===== config.mk =====
export PLATFORM = sky130hd
export DESIGN_NAME = beat_scheduler
export DESIGN_NICKNAME = d
export VERILOG_FILES = /design/src/rtl/beat_scheduler.sv
export SDC_FILE = /design/constraint.sdc
export NUM_CORES = 1
export LEC_CHECK = 0
export CORE_UTILIZATION = 51
export DETAILED_ROUTE_END_ITERATION = 12
export GPL_TIMING_DRIVEN = 1
export PLACE_DENSITY = 0.79
export SLEW_MARGIN = 30
export SYNTH_ARGS = -nofsm -noshare
export SYNTH_HDL_FRONTEND = slang
export SYNTH_SLANG_ARGS = --single-unit

===== constraint.sdc =====
create_clock -name clk -period 2.1 [get_ports clk]
set_input_delay 0.525 -clock clk [delete_from_list [all_inputs] [get_ports clk]]
set_output_delay 0.525 -clock clk [all_outputs]
set_load 0.005 [all_outputs]

===== src/rtl/beat_scheduler.sv =====
// Game-flow sequencer: phase FSM, beat-driven spawn pacing, round length, level and lives.
// Define SCHED_LIVES_EN to let incorrect hits consume lives and end the round early.
module beat_scheduler #(
  parameter int unsigned ROUND_BEATS     = 64,
  parameter int unsigned COUNTDOWN_BEATS = 4,
  parameter int unsigned HITS_PER_LEVEL  = 8,
  parameter int unsigned MAX_LEVEL       = 3,
  parameter int unsigned LIVES           = 3
) (
  input  logic       clk,
  input  logic       reset_n,
  input  logic       beat_tick,
  input  logic       start,
  input  logic       pause,
  input  logic       correct_hit,
  input  logic       incorrect_hit,
  output logic [2:0] game_state,
  output logic       spawn,
  output logic [1:0] level,
  output logic [7:0] beats_left,
  output logic [1:0] lives,
  output logic       round_done
);

  localparam logic [7:0] RoundBeats     = 8'(ROUND_BEATS);
  localparam logic [7:0] CountdownBeats = 8'(COUNTDOWN_BEATS);
  localparam logic [3:0] HitsPerLevel   = 4'(HITS_PER_LEVEL);
  localparam logic [1:0] MaxLevel       = 2'(MAX_LEVEL);
  localparam logic [1:0] InitLives      = 2'(LIVES);

  typedef enum logic [2:0] {
    StIdle      = 3'd0,
    StCountdown = 3'd1,
    StPlay      = 3'd2,
    StPause     = 3'd3,
    StOver      = 3'd4
  } state_e;

  state_e     state_q, state_d;
  logic [7:0] beats_left_q, beats_left_d;
  logic [1:0] level_q, level_d;
  logic [1:0] lives_q, lives_d;
  logic [3:0] hit_cnt_q, hit_cnt_d;
  logic [1:0] phase_q, phase_d;
  logic       spawn_q, spawn_d;
  logic       round_done_q, round_done_d;

  logic       credit;
  logic       miss;
  logic       lives_out;

  // A simultaneous incorrect hit always voids the correct one.
  assign credit = correct_hit & ~incorrect_hit;

  always_comb begin
    miss      = 1'b0;
    lives_out = 1'b0;
`ifdef SCHED_LIVES_EN
    miss      = incorrect_hit;
    lives_out = incorrect_hit && (lives_q == 2'd1);
`endif
  end

  always_comb begin
    state_d      = state_q;
    beats_left_d = beats_left_q;
    level_d      = level_q;
    lives_d      = lives_q;
    hit_cnt_d    = hit_cnt_q;
    phase_d      = phase_q;
    spawn_d      = 1'b0;
    round_done_d = 1'b0;

    unique case (state_q)
      StIdle: begin
        if (start) begin
          state_d      = StCountdown;
          beats_left_d = CountdownBeats;
          level_d      = 2'd0;
          lives_d      = InitLives;
          hit_cnt_d    = 4'd0;
        end
      end

      StCountdown: begin
        if (beat_tick) begin
          if (beats_left_q == 8'd1) begin
            state_d      = StPlay;
            beats_left_d = RoundBeats;
            phase_d      = 2'd0;
          end else begin
            beats_left_d = beats_left_q - 8'd1;
          end
        end
      end

      StPlay: begin
        if (pause) begin
          // Pause entry swallows any beat or hit arriving in the same cycle.
          state_d = StPause;
        end else if (lives_out) begin
          state_d      = StOver;
          lives_d      = 2'd0;
          round_done_d = 1'b1;
        end else begin
          if (miss) begin
            lives_d = lives_q - 2'd1;
          end
          if (beat_tick) begin
            beats_left_d = beats_left_q - 8'd1;
            if (phase_q == 2'd0) begin
              spawn_d = 1'b1;
              phase_d = MaxLevel - level_q;
            end else begin
              phase_d = phase_q - 2'd1;
            end
            if (beats_left_q == 8'd1) begin
              state_d      = StOver;
              round_done_d = 1'b1;
            end
          end
          if (credit) begin
            if (4'(hit_cnt_q + 4'd1) == HitsPerLevel) begin
              hit_cnt_d = 4'd0;
              if (level_q != MaxLevel) begin
                level_d = level_q + 2'd1;
              end
            end else begin
              hit_cnt_d = hit_cnt_q + 4'd1;
            end
          end
        end
      end

      StPause: begin
        if (start) begin
          state_d = StIdle;
        end else if (!pause) begin
          state_d = StPlay;
        end
      end

      StOver: begin
        if (start) begin
          state_d = StIdle;
        end
      end

      default: begin
        state_d = StIdle;
      end
    endcase
  end

  always_ff @(posedge clk) begin
    if (!reset_n) begin
      state_q      <= StIdle;
      beats_left_q <= 8'd0;
      level_q      <= 2'd0;
      lives_q      <= InitLives;
      hit_cnt_q    <= 4'd0;
      phase_q      <= 2'd0;
      spawn_q      <= 1'b0;
      round_done_q <= 1'b0;
    end else begin
      state_q      <= state_d;
      beats_left_q <= beats_left_d;
      level_q      <= level_d;
      lives_q      <= lives_d;
      hit_cnt_q    <= hit_cnt_d;
      phase_q      <= phase_d;
      spawn_q      <= spawn_d;
      round_done_q <= round_done_d;
    end
  end

  assign game_state = state_q;
  assign spawn      = spawn_q;
  assign level      = level_q;
  assign beats_left = beats_left_q;
  assign lives      = lives_q;
  assign round_done = round_done_q;

endmodule


==> run metrics <==
initial antenna violation count=0; CP Data Arrival Time=2280 ps; floorplan core area=2280 µm²; Die ar.=2680 µm²; GRT overflow=0; routed vias/inst=5.86; Post-synth top flop=dfxtp_1; Placer Congestion=0.783; Cells after Synth=154; clock root buffer=clkbuf_4; RSZ-0062 raised after global routing=no; vias in the first global route=1134; Fmax=0.491 GHz; CTS sink cnt=21; synth unique cells=47; Avg Inst Size Synth=8.21 µm²; via count=1255; Nets=199; first-pass GRT wire length=4880 µm; H-tree levels=1; number of nets still failing antenna checks after routing=0; Finished Cell Area=1630 µm²; register area=423 µm²; crit path capture type=register; worst-skew pair later-pin latency=300 ps; outcome=complete, no violations; register area share after synthesis=33.3%; Synth area leaders=dfxtp_1 (33%), ha_1 (5.0%), nor2_1 (4.5%); area leader, netlist=dfxtp_1; Async SR Flop Fraction=0%; # hold bufs at CTS=0; dpl cell area=1580 µm²; # fillers=182; chip height=51.8 µm; clock buffer depth=2; Tot Pwr=0.00202 W; Setup Fix Bufs, Post-CTS=0; Fin. Hold Viols=0; Syn Std Cell Area=1260 µm²; CTS Buf Count=3; most frequent cells in the layout=clkdlybuf4s50_1 (21), dfxtp_1 (19), nor2_1 (15), buf_4 (15), nand2_1 (13); number of max-slew violations in the final report=0; post-route minimum period=2040 ps; area share of the largest cell type after synthesis=33.3%; Post-synth EDFFs=0; Initial Util=55.5%; Startpoint Class=input port; Critical Path Start=pause; fraction of layout cells with a size suffix above 1=17.2%; Routed WL per cell=13.5 µm; drt drc=0; CP required=2340 ps; crit path kind=in -> reg; total wire length=2890 µm; Ys Warns=0; Worst R2R Start=game_state[1]$_SDFFE_PN0P_; Top-Level Pins=24; initial DRC count=33; CTS tree=built; #FFs+latches synth=21; Worst VDD drop=0.862 mV; DIE WIDTH=51.8 µm; total track usage=23.6%; HP Start=phase_q[1]$_SDFFE_PN0P_; first drt pass iteration count=4; port bufs=21; period utilization=97.0%; pwr dens=1240 nW/µm²; most common cell after layout, fill and taps aside=clkdlybuf4s50_1; Multi-input gate area=796 µm²; clock transition at the registers of the reported paths=120 ps; min-delay worst type=reg -> reg; Lkg Pwr=0.606 nW; MaxCap Viol Count=0; largest net degree at the start of global routing=13; Setup violations, final=0; Worst Skew=3.20 ps; hpwl dp=2150 µm; Area Overhead vs Synth=28.7%; critical-path maximum fanout=2; final core utilization=71.5%; antenna diode count=0; placement row count=17
## flip-flops by register name (all words and copies together) (netlist names)
register    flops
round_done      1
spawn           1
phase_q         2
beats_left      8
hit_cnt_q       4
level           2
game_state      3
## cell families after synthesis
family | count (synthesis) | share of synthesized area (%)
and+or+nand+nor | 72 | 33.1
AOI/OAI and AO/OA | 34 | 19.0
DFF | 21 | 33.3
buffers and inverters | 15 | 5.15
adders and majority gates | 5 | 4.95
xor gates and xnor gates | 5 | 3.47
other | 1 | 0.297
muxes | 1 | 0.792
## where the power goes
group | switching, W | internal [W]
sequential | 0.000140 | 0.000497
combinational | 0.000569 | 0.000610
clock | 0.000130 | 0.0000709
total | 0.000839 | 0.00118
## synth_stat cells (3+ instances only)
master	n
nor3_1	3
a31oi_1	5
nand2b_1	3
nor2b_1	5
o21ai_0	6
nor2_1	15
xor2_1	4
nor3b_1	3
clkbuf_1	6
inv_1	6
nand2_1	13
nand4b_1	3
a21boi_0	3
a21oi_1	5
nand3b_1	3
dfxtp_1	21
nand3_1	10
ha_1	5
## worst paths after layout
path         cells after the start                        end  slack (ps)
min                              1           spawn$_SDFF_PP0_         500
max                              6    phase_q[0]$_SDFFE_PN0P_          60
max reg2reg                      5  hit_cnt_q[3]$_SDFFE_PN0P_         130
min reg2reg                      1           spawn$_SDFF_PP0_         500
## final cells by class
type	instances	area share, %
clock inverters	1	0.308
inverters	6	1.38
multi-input cells	119	48.9
flip-flops and latches	21	26.0
repair buffers	36	19.8
well taps	28	2.15
clock buffers	3	1.38
## metal layers
metal	global-route usage, %	vias up	share of wire [%]
li1	-	623	-
met1	30.9	589	48
met2	40.7	39	47
met3	2.92	4	4.2
met4	5.86	0	0.73
met5	0	-	0
## worst max-delay path, stage by stage
cell and delay [ps]:
clkdlybuf4s50_1 430, or3b_4 410, a21oi_4 180, nand3_2 100
or4_1 500, a21oi_1 140
## stage by stage
step	setup TNS, ps	cells	hold WS, ps	worst slack (ps)
2_1_floorplan	0	155	446	192
3_3_place_gp	-1650	210	471	-214
3_5_place_dp	-2260	210	479	-243
4_1_cts	0	214	500	81.6
5_1_grt	0	214	524	11.8
6_report	0	214	503	63.9
## timing repair
item | in CTS | in global routing
gates resized for setup | 0 | 5
endpoints found under the hold margin | 0 | 0
endpoints found under the setup margin | 0 | 3
(Power assumes the default switching activity.)
